## src/rtl/calc_pkg.sv

```systemverilog
// Shared opcode/state types and display status codes for calc_core and the
// seven-segment driver side.
package calc_pkg;

   typedef enum logic [1:0] {
      OP_ADD = 2'd0,
      OP_SUB = 2'd1,
      OP_MUL = 2'd2,
      OP_DIV = 2'd3
   } calc_op_t;

   typedef enum logic [1:0] {
      ST_IDLE,
      ST_CALC,
      ST_DONE
   } calc_state_t;

   // Status codes understood by the display driver ("nr" and "cd").
   localparam logic signed [8:0] NR_CODE = 9'sh1F0;
   localparam logic signed [8:0] CD_CODE = 9'sh1EF;
   // Most negative displayable difference; keeps -16/-17 reserved for codes.
   localparam logic signed [8:0] SUB_MIN = 9'sh1F1;

   localparam int unsigned ITER_COUNT = 8;

endpackage

```

## src/rtl/calc_core_seq_muldiv.sv

```systemverilog
// Iterative unit: shift-add multiply or restoring divide, one bit per clock.
// Loaded by a one-cycle go; fin flags the cycle whose outputs are final.
module seq_muldiv
   import calc_pkg::*;
#(
   parameter int unsigned WIDTH = ITER_COUNT
) (
   input  logic               clk,
   input  logic               nrst,
   input  logic               go,
   input  logic [WIDTH-1:0]   a,
   input  logic [WIDTH-1:0]   b,
   input  calc_op_t           mode,
   output logic [2*WIDTH-1:0] product,
   output logic [WIDTH-1:0]   quotient,
   output logic               div0,
   output logic               fin
);

   localparam int unsigned CW = $clog2(WIDTH);

   logic [CW-1:0]      r_cnt;
   logic               r_active;
   logic               r_div;
   logic [2*WIDTH-1:0] r_acc;
   logic [2*WIDTH-1:0] r_mcand;
   logic [WIDTH-1:0]   r_b;
   logic [WIDTH-1:0]   r_quo;
   logic [WIDTH:0]     r_rem;

   logic [2*WIDTH-1:0] w_acc_nxt;
   logic [WIDTH+1:0]   w_rem_sh;
   logic [WIDTH+1:0]   w_trial;
   logic               w_borrow;
   logic [WIDTH:0]     w_rem_nxt;
   logic [WIDTH-1:0]   w_quo_nxt;

   assign w_acc_nxt = r_b[0] ? (r_acc + r_mcand) : r_acc;

   // r_quo holds the dividend bits still to be consumed; quotient bits shift
   // in from the bottom as the dividend shifts out of the top.
   assign w_rem_sh  = {r_rem, r_quo[WIDTH-1]};
   assign w_trial   = w_rem_sh - {2'b00, r_b};
   assign w_borrow  = w_trial[WIDTH+1];
   assign w_rem_nxt = w_borrow ? w_rem_sh[WIDTH:0] : w_trial[WIDTH:0];
   assign w_quo_nxt = {r_quo[WIDTH-2:0], ~w_borrow};

   assign product  = w_acc_nxt;
   assign quotient = w_quo_nxt;
   assign div0     = r_div && (r_b == '0);
   assign fin      = r_active && (r_cnt == '0);

   always_ff @(posedge clk or negedge nrst) begin
      if (!nrst) begin
         r_cnt    <= '0;
         r_active <= 1'b0;
         r_div    <= 1'b0;
         r_acc    <= '0;
         r_mcand  <= '0;
         r_b      <= '0;
         r_quo    <= '0;
         r_rem    <= '0;
      end else if (go) begin
         r_cnt    <= CW'(WIDTH - 1);
         r_active <= 1'b1;
         r_div    <= (mode == OP_DIV);
         r_acc    <= '0;
         r_mcand  <= {{WIDTH{1'b0}}, a};
         r_b      <= b;
         r_quo    <= a;
         r_rem    <= '0;
      end else if (r_active) begin
         if (r_cnt == '0) begin
            r_active <= 1'b0;
         end else begin
            r_cnt <= r_cnt - CW'(1);
         end
         if (r_div) begin
            r_rem <= w_rem_nxt;
            r_quo <= w_quo_nxt;
         end else begin
            r_acc   <= w_acc_nxt;
            r_mcand <= r_mcand << 1;
            r_b     <= r_b >> 1;
         end
      end
   end

endmodule

```

## src/rtl/calc_core.sv

```systemverilog
// Sequential add/sub/mul/div unit feeding the two-digit seven-segment driver.
// Define CALC_SAT_EN to saturate overflow/underflow instead of showing "nr".
module calc_core
   import calc_pkg::*;
#(
   parameter int unsigned WIDTH = 8
) (
   input  logic             clk,
   input  logic             nrst,
   input  logic [WIDTH-1:0] a_in,
   input  logic [WIDTH-1:0] b_in,
   input  logic [1:0]       op,
   input  logic             start,
   output logic [WIDTH:0]   result,
   output logic             busy,
   output logic             done
);

   localparam logic [WIDTH:0]        L_NR      = NR_CODE;
   localparam logic [WIDTH:0]        L_CD      = CD_CODE;
   localparam logic signed [WIDTH:0] L_SUB_LIM = SUB_MIN;
`ifdef CALC_SAT_EN
   localparam logic [WIDTH:0]        L_OVF     = {1'b0, {WIDTH{1'b1}}};
   localparam logic [WIDTH:0]        L_UNF     = L_SUB_LIM;
`else
   localparam logic [WIDTH:0]        L_OVF     = L_NR;
   localparam logic [WIDTH:0]        L_UNF     = L_NR;
`endif

   calc_state_t        r_state, w_state_nxt;
   calc_op_t           r_op;
   logic [WIDTH-1:0]   r_a, r_b;
   logic [WIDTH:0]     r_result, w_result_nxt;
   logic               r_busy, w_busy_nxt;
   logic               r_done, w_done_nxt;

   logic               w_accept;
   logic               w_go;
   logic [WIDTH:0]     w_sum;
   logic [WIDTH:0]     w_diff;
   logic [2*WIDTH-1:0] w_prod;
   logic [WIDTH-1:0]   w_quot;
   logic               w_div0;
   logic               w_fin;
   logic [WIDTH:0]     w_alu_val;

   assign w_accept = start && (r_state != ST_CALC);
   assign w_go     = w_accept && op[1];

   seq_muldiv #(
      .WIDTH (WIDTH)
   ) u_muldiv (
      .clk      (clk),
      .nrst     (nrst),
      .go       (w_go),
      .a        (a_in),
      .b        (b_in),
      .mode     (calc_op_t'(op)),
      .product  (w_prod),
      .quotient (w_quot),
      .div0     (w_div0),
      .fin      (w_fin)
   );

   assign w_sum  = {1'b0, r_a} + {1'b0, r_b};
   assign w_diff = {1'b0, r_a} - {1'b0, r_b};

   always_comb begin
      w_alu_val = '0;
      unique case (r_op)
         OP_ADD: w_alu_val = w_sum[WIDTH] ? L_OVF : w_sum;
         OP_SUB: w_alu_val = ($signed(w_diff) < L_SUB_LIM) ? L_UNF : w_diff;
         OP_MUL: w_alu_val = (|w_prod[2*WIDTH-1:WIDTH]) ? L_OVF
                                                         : {1'b0, w_prod[WIDTH-1:0]};
         OP_DIV: w_alu_val = w_div0 ? L_NR : {1'b0, w_quot};
      endcase
   end

   always_comb begin
      w_state_nxt  = r_state;
      w_result_nxt = r_result;
      w_busy_nxt   = r_busy;
      w_done_nxt   = 1'b0;
      unique case (r_state)
         ST_IDLE, ST_DONE: begin
            if (start) begin
               w_state_nxt  = ST_CALC;
               w_result_nxt = L_CD;
               w_busy_nxt   = 1'b1;
            end
         end
         ST_CALC: begin
            if ((r_op == OP_ADD) || (r_op == OP_SUB) || w_fin) begin
               w_state_nxt  = ST_DONE;
               w_result_nxt = w_alu_val;
               w_busy_nxt   = 1'b0;
               w_done_nxt   = 1'b1;
            end
         end
         default: w_state_nxt = ST_IDLE;
      endcase
   end

   always_ff @(posedge clk or negedge nrst) begin
      if (!nrst) begin
         r_state  <= ST_IDLE;
         r_result <= '0;
         r_busy   <= 1'b0;
         r_done   <= 1'b0;
      end else begin
         r_state  <= w_state_nxt;
         r_result <= w_result_nxt;
         r_busy   <= w_busy_nxt;
         r_done   <= w_done_nxt;
      end
   end

   always_ff @(posedge clk or negedge nrst) begin
      if (!nrst) begin
         r_a  <= '0;
         r_b  <= '0;
         r_op <= OP_ADD;
      end else if (w_accept) begin
         r_a  <= a_in;
         r_b  <= b_in;
         r_op <= calc_op_t'(op);
      end
   end

   assign result = r_result;
   assign busy   = r_busy;
   assign done   = r_done;

endmodule

```

## config.mk

```make
export PLATFORM = sky130hd
export DESIGN_NAME = calc_core
export DESIGN_NICKNAME = d
export VERILOG_FILES = /design/src/rtl/calc_pkg.sv /design/src/rtl/calc_core_seq_muldiv.sv /design/src/rtl/calc_core.sv
export SDC_FILE = /design/constraint.sdc
export NUM_CORES = 1
export LEC_CHECK = 0
export CELL_PAD_IN_SITES_DETAIL_PLACEMENT = 0
export CELL_PAD_IN_SITES_GLOBAL_PLACEMENT = 1
export CORE_ASPECT_RATIO = 0.5
export CORE_MARGIN = 3
export CORE_UTILIZATION = 49
export CTS_CLUSTER_DIAMETER = 80
export DETAILED_ROUTE_END_ITERATION = 8
export GPL_TIMING_DRIVEN = 0
export PLACE_DENSITY_LB_ADDON = 0.1
export SLEW_MARGIN = 20
export SYNTH_ARGS = -nofsm -noshare
export SYNTH_HDL_FRONTEND = slang
export SYNTH_SLANG_ARGS = --single-unit
```

## constraint.sdc

```tcl
create_clock -name clk -period 8.1 [get_ports clk]
set_clock_uncertainty 0.05 [all_clocks]
set_input_delay 0.81 -clock clk [delete_from_list [all_inputs] [get_ports clk]]
set_output_delay 0.81 -clock clk [all_outputs]
set_load 0.01 [all_outputs]
```

==> reports/qor.yml, run 1 <==
detailed_routing:
  routed-via-count: 5344
  first_iter_violations: 533
  routedWlPerCell_um: 18.05
  antenna_left: 0
  drtPass1Iterations: 7
  via_per_inst: 5.815
  routed_wl_mm: 16.59
  drc: 0
worst_setup_path:
  cp_common_cell: "a21o_1"
  cp.arrival_ns: 4.93
  r2r_cells: 16
  critPathSlowestCell: "nor3b_1"
  cp.required_ns: 8.30
  r2r_setup_slack_ns: 3.37
  r2r_end: "result[5]"
  crit_fanout: 7
  path_cells: "inv_1 > ha_1 > inv_1 > fa_1 > a21o_1 > a21oi_1 > o21ai_1 > a21o_1 > a21o_1 > or4_1 > ha_1 > nor3b_1 > a221oi_1 > o22ai_1 > a21oi_1 > o21a_1"
  critPathMaxStageDelay_ns: 0.68
  critPathLaunch: "r_a[0]"
  r2r-start: "r_a[0]"
  end_kind: "flop"
  critPathKind: "reg2reg"
  startpoint_type: "flop"
placement:
  dpl.hpwl_mm: 12.48
  place.gp.congestion: 0.8847
  port_buffers: 31
  pre_cts_slack_ns: 3.451
clocking:
  cts-resized-gates: 0
  clk_pin_slew_ns: 0.08
  cts_setup_buffers: 0
  htree_levels: 3
  clock_sinks: 93
  clk_latency_ns: 0.35
  cts-buffers-inserted: 9
  clockBufferDepth: 2
  cts_tree: "done"
  cts_hold_buf: 0
  cts_root_buf: "clkbuf_16"
global_route:
  first_global_vias: 5177
  grt_max_degree: 68
  grt_antenna_before_repair: 0
  track_usage_pct: 25.06
  grt_pass1_wl_mm: 27.37
  overflow: 0
power_and_ir_drop:
  powerDensity_nw_per_um2: 473.0
  p_leak_nw: 3.125
  ir_drop_v: 0.0001999
floorplanning:
  fp.coreArea_um2: 12050
  io_pins: 32
  die-area_um2: 14090
  row_count: 28
  dieWidth_um: 164.9
  fp.dieH_um: 85.44
  initial_core_util_pct: 51.32
yosys:
  synth_cell_types: 62
  synth_mux_area_share_pct: 6.494
  synth_seq_cells: 93
  avgSynthCellArea_um2: 8.748
  synthAdderAreaFrac_pct: 9.792
  synth_edf_count: 0
  synth_seq_area_share_pct: 37.63
  syn_inst: 707
  syn-num-nets: 774
  ys_warn_count: 0
  synthXorXnorAreaFrac_pct: 2.974
  synth_top_family_by_area: "compound AO/OA/AOI/OAI gates"
  synth_simple_gate_area_share_pct: 17.90
  synth_compound_area_share_pct: 20.70
  synthFlopType: "dfrtp_1"
  synth_area_um2: 6185
  ys_async_sr_fraction_pct: 100.0
final_layout:
  syn_to_final_growth_pct: 13.88
  diodes: 0
  drive_gt1_share_pct: 6.764
  finalNetCount: 817
  post-route-util_pct: 58.44
sta:
  worstMarginPinSlew_ns: 0.8273
  maxSlewHeadroom_pct: 44.73
  drv_slew: 0
  hold_violations: 0
  setup_viol: 0
  rsz0062_at_grt: "no"
  fin_crit_sh_pct: 58.43
  timing.setup.tns_ns: 0
  finalWorstSetupSlack_ns: 3.367
  max_freq_ghz: 0.2113
  fin_crit_ns: 4.733
hold_path:
  hold_class: "in2async"
run:
  maxCapViolCount: 0
run_status:
  outcome: "completed"
-- where the power goes --
part / internal [mW] / switching [mW] / total [mW]
sequential: 0.662 / 0.182 / 0.844
combinational: 0.833 / 1.19 / 2.02
clock: 0.270 / 0.193 / 0.463
total: 1.76 / 1.57 / 3.33
-- cells in the final DEF, fill, tap and decap left out, types with 3 or more instances in the layout --
cell type,instances
o211ai_1,4
or4_1,3
and3_1,6
a221o_1,4
nor3_1,15
inv_1,39
nand2b_1,10
fa_1,4
nor4_1,4
mux2_2,17
buf_2,4
nand4_1,5
o22ai_1,6
a21oi_1,64
xor2_1,6
a211oi_1,15
nor3b_1,5
nor2b_1,6
buf_1,4
dfrtp_1,93
nor2_1,55
or2_2,3
o21ai_0,35
clkbuf_1,23
a31oi_1,8
or3_1,3
o221ai_1,3
o21ai_1,8
clkdlybuf4s50_1,30
mux2i_1,21
a21o_1,19
xnor2_1,15
and2_1,4
ha_1,42
a221oi_1,4
nand2_1,95
nand3_1,18
o21a_1,5
clkbuf_16,9
-- per-stage QoR --
step	hold slack [ns]	instance area (um2)	cells	total power [mW]
global route	0.2779	7043	919	3.643
floorplan	0.3883	6185	707	2.324
detailed placement	0.4090	6730	904	2.851
CTS	0.2799	7043	919	3.329
global placement	0.4043	6701	903	2.823
finish	0.2696	7043	919	3.332
-- critical path, delay by kind of cell, from the launching register on --
family | cells | cell delay (ns)
fa+ha+maj | 3 | 0.88
simple gates | 2 | 1.20
flops | 1 | 0.40
compound gates | 9 | 1.97
buf+inv | 2 | 0.13
-- synth_stat cells, types with 4 or more instances --
library cell | n | share of area, %
o21ai_0 | 35 | 2.8
nand2_1 | 95 | 5.8
nor2_1 | 55 | 3.3
nand4_1 | 5 | 0.51
a221oi_1 | 4 | 0.57
o22ai_1 | 6 | 0.61
xor2_1 | 6 | 0.85
a21o_1 | 19 | 2.3
mux2_2 | 17 | 3.1
clkbuf_1 | 23 | 1.4
fa_1 | 4 | 1.3
and3_1 | 6 | 0.61
xnor2_1 | 15 | 2.1
nor2b_1 | 6 | 0.61
nand2b_1 | 10 | 1.0
o211ai_1 | 4 | 0.49
a21oi_1 | 64 | 5.2
nand3_1 | 18 | 1.5
nor4_1 | 4 | 0.40
a221o_1 | 4 | 0.65
mux2i_1 | 21 | 3.4
buf_2 | 4 | 0.32
inv_1 | 39 | 2.4
a31oi_1 | 8 | 0.81
dfrtp_1 | 93 | 38
and2_1 | 4 | 0.40
o21a_1 | 5 | 0.61
nor3_1 | 15 | 1.2
a211oi_1 | 15 | 1.8
nor3b_1 | 5 | 0.61
o21ai_1 | 8 | 0.65
buf_1 | 4 | 0.24
ha_1 | 42 | 8.5
-- flip-flops by register name, summed over array words and instances (netlist names), 2 cells and up --
signal / cells
r_a: 8
r_b: 8
r_op: 2
r_state: 2
result: 9
u_muldiv.r_acc: 16
u_muldiv.r_b: 8
u_muldiv.r_cnt: 3
u_muldiv.r_mcand: 16
u_muldiv.r_quo: 8
u_muldiv.r_rem: 9
-- worst max path at each step --
stage	to	slack (ns)	depth (start not counted)
floorplan	result[7]	4.20	16
global placement	r_a[5]	2.56	1
detailed placement	result[5]	3.45	16
CTS	result[5]	3.41	16
global route	result[5]	3.13	16
finish	result[5]	3.37	16
-- layer usage --
layer | vias to the layer above | routed length, um | global-route usage (%)
met5 | - | 0 | 0
met2 | 126 | 6816 | 36.28
met1 | 2582 | 8614 | 38.65
met3 | 19 | 960 | 5.119
li1 | 2617 | - | -
met4 | 0 | 200 | 5.099
-- area by class of cell --
class | instances | area [um2]
sequential | 93 | 2327
multi-input combinational | 543 | 3578
inverter | 39 | 146.4
timing repair buffer | 32 | 339.1
fill | 1125 | 5009
clock buffer | 9 | 225.2
buffer | 32 | 132.6
tap | 165 | 206.4
clock inverter | 6 | 87.58
-- kinds of logic after synthesis --
logic type | Yosys count
AND/OR/NAND/NOR | 239
adder cells (fa/ha/maj) | 46
flip-flops | 93
XOR/XNOR | 21
multiplexers | 38
AO/OA/AOI/OAI | 199
buffers and inverters | 71
Note: power is estimated with default switching activity, not from simulation.
==> inputs of run 2 (changes only) <==
Settings changed: CORE_UTILIZATION 49 to 47.
Clock period 8.1 ns to 4.7 ns, I/O delays scaled along.
==> run 2 against run 1 <==
Die area grew 4.0%; first-iteration DRC count shrank 32%; via count grew 0.37%; flip-flop and latch count is the same; core utilization shrank 1.4 points; worst hold slack gained 0.15 ns; final area shrank 0.16%; non-clock buffer count grew 1; clock power grew 51%; count of clock-buffer cells in the layout grew 4; wire length grew 2.0%; sequential power grew 73%; largest cell class unchanged; highest routed layer unchanged.
==> reports/qor.yml, run 2 (synthesis results as in run 1) <==
clocking:
  cts_tree: "done"
  cts-buffers-inserted: 9  # unchanged
  cts_setup_buffers: 0  # unchanged
  htree_levels: 3  # unchanged
  clk_pin_slew_ns: 0.07  # about the same
  clk_latency_ns: 0.34  # about the same
  clock_sinks: 93  # unchanged
  clockBufferDepth: 2  # unchanged
  cts_root_buf: "clkbuf_16"
power_and_ir_drop:
  ir_drop_v: 0.0003723  # +86%
  p_leak_nw: 3.108  # -0.56%
  power_mw: 5.693  # +71%
  powerDensity_nw_per_um2: 809.6  # +71%
global_route:
  grt_max_degree: 72  # +5.9%
  grt_antenna_before_repair: 0  # unchanged
  overflow: 0  # unchanged
  first_global_vias: 5054  # -2.4%
  grt_pass1_wl_mm: 27.37  # unchanged
  track_usage_pct: 23.98  # -1.1 points
worst_setup_path:
  critical_path_buf_inv_count: 3  # +1
  critPathMaxStageDelay_ns: 0.52  # -0.16 ns
  cp.required_ns: 4.87  # -3.43 ns
  cp.arrival_ns: 4.59  # -0.34 ns
  crit_fanout: 8  # +1
  startpoint_type: "flop"
  critPathKind: "reg2reg"
  critPathSlowestCell: "or4_1"
  end_kind: "flop"
  crit_family: "compound AO/OA/AOI/OAI gates"
  path_cells: "inv_1 > ha_1 > inv_1 > fa_1 > a21o_1 > a21oi_1 > o21ai_1 > a21o_1 > a21o_1 > or4_1 > ha_1 > inv_1 > nand3_1 > nor4_2 > a31oi_1 > o21ai_0 > nor3_1 > a21oi_1 > nor3_1"
sta:
  finalWorstSetupSlack_ns: 0.2803  # -3.087 ns
  maxSlewHeadroom_pct: 51.60  # +6.9 points
  worstMarginPinSlew_ns: 0.7184  # -0.1090 ns
  rsz0062_at_grt: "no"
  setup_viol: 0  # unchanged
  fin_crit_sh_pct: 94.04  # +36 points
  holdWs_ns: 0.4218  # +0.1522 ns
  hold_violations: 0  # unchanged
  fin_crit_ns: 4.420  # -0.3135 ns
  drv_slew: 0  # unchanged
  max_freq_ghz: 0.2263  # +7.1%
final_layout:
  fillers: 1156  # +2.8%
  finalNetCount: 818  # +0.12%
  final_cells: 921  # +0.22%
  multi_input_area_um2: 3590  # +0.31%
  mostFrequentLayoutCell: "nand2_1"
  syn_to_final_growth_pct: 13.70
  final_cell_mix: "nand2_1 (95), dfrtp_1 (93), a21oi_1 (64)"
  diodes: 0  # unchanged
  reg.largest.list: "u_muldiv.r_acc x16, u_muldiv.r_mcand x16"
  area.sequential_um2: 2327  # unchanged
  drive_gt1_share_pct: 6.878  # +0.11 points
hold_path:
  hold_class: "reg2reg"
detailed_routing:
  drtPass1Iterations: 5  # -2
  routed-via-count: 5364  # +0.37%
  routed_wl_mm: 16.93  # +2.0%
  drc: 0  # unchanged
  antenna_left: 0  # unchanged
  via_per_inst: 5.824  # +0.16%
  routedWlPerCell_um: 18.38  # +1.8%
  first_iter_violations: 362  # -32%
placement:
  dpl.hpwl_mm: 12.87  # +3.1%
  port_buffers: 31  # unchanged
  placed_cells: 904  # unchanged
  pre_cts_slack_ns: 0.05497  # -3.396 ns
  place.gp.congestion: 0.8868  # +0.24%
run:
  maxCapViolCount: 0  # unchanged
floorplanning:
  die-area_um2: 14650  # +4.0%
  row_count: 28  # unchanged
  fp.coreArea_um2: 12330  # +2.3%
  dieWidth_um: 168.2  # +2.0%
  fp.dieH_um: 87.12  # +2.0%
  io_pins: 32  # unchanged
  initial_core_util_pct: 50.15  # -1.2 points
run_status:
  outcome: "completed"
run 2: cell types whose count changed in the layout (fill, tap and decap cells not counted), moves of 2 or more:
cell / before / now
bufinv_16: 2 / 0
clkinvlp_4: 0 / 2
clkbuf_8: 0 / 2
clkbuf_1: 23 / 25
run 2: worst register-to-register path: stages, from the launching register on:
cell     delay (ns)
dfrtp_1        0.39
inv_1          0.06
ha_1           0.16
inv_1          0.06
fa_1           0.39
a21o_1         0.17
a21oi_1        0.32
o21ai_1        0.23
a21o_1         0.22
a21o_1         0.18
or4_1          0.52
ha_1           0.31
inv_1          0.06
nand3_1        0.28
nor4_2         0.26
a31oi_1        0.06
o21ai_0        0.12
nor3_1         0.07
a21oi_1        0.29
nor3_1         0.08
run 2: path summary, 6_finish.rpt:
| path | from | end | slack (ns) | cells after the start |
|---|---|---|---|---|
| max | r_a[0] | result[7] | 0.28 | 19 |
| min | r_state[1] | r_state[1] | 0.42 | 2 |
| max reg2reg | r_a[0] | result[7] | 0.28 | 19 |
| min reg2reg | r_state[1] | r_state[1] | 0.42 | 2 |
| max in group asynchronous | nrst | u_muldiv.r_rem[6] | 3.47 | 3 |
| min in group asynchronous | nrst | u_muldiv.r_mcand[14] | 0.49 | 2 |
run 2: repair_timing:
item                                   4_1_cts  5_1_grt
hold buffers                                 1        0
setup endpoints to repair                    0        6
gates resized for setup                      0        2
endpoints found under the hold margin       22        0
run 2: per-stage QoR:
step / TNS [ns] / cell area (um2) / utilization [%]
finish: 0 / 7032 / 57.02
global route: 0 / 7032 / 57.02
CTS: 0 / 7020 / 56.93
detailed placement: 0 / 6730 / 54.58
global placement: -49.66 / 6701 / 54.34
floorplan: 0 / 6185 / -
run 2: area by class of cell:
| cell class | instances | share of cell area (%) |
|---|---|---|
| tap | 165 | 2.936 |
| clock inverter | 3 | 0.2847 |
| inverter | 39 | 2.082 |
| sequential | 93 | 33.10 |
| timing repair buffer | 33 | 4.964 |
| clock buffer | 13 | 3.701 |
| multi-input combinational | 543 | 51.05 |
| buffer | 32 | 1.886 |
run 2: routing by layer:
layer	part of all wire (%)	track usage [%]
met5	0	0
met4	0.71	4.306
met2	42	35.48
met1	53	36.89
met3	4.6	4.488
run 2: power breakdown:
group          switching, mW  internal [mW]
clock network          0.310          0.387
logic                   2.09           1.44
registers              0.323           1.14
total                   2.72           2.97
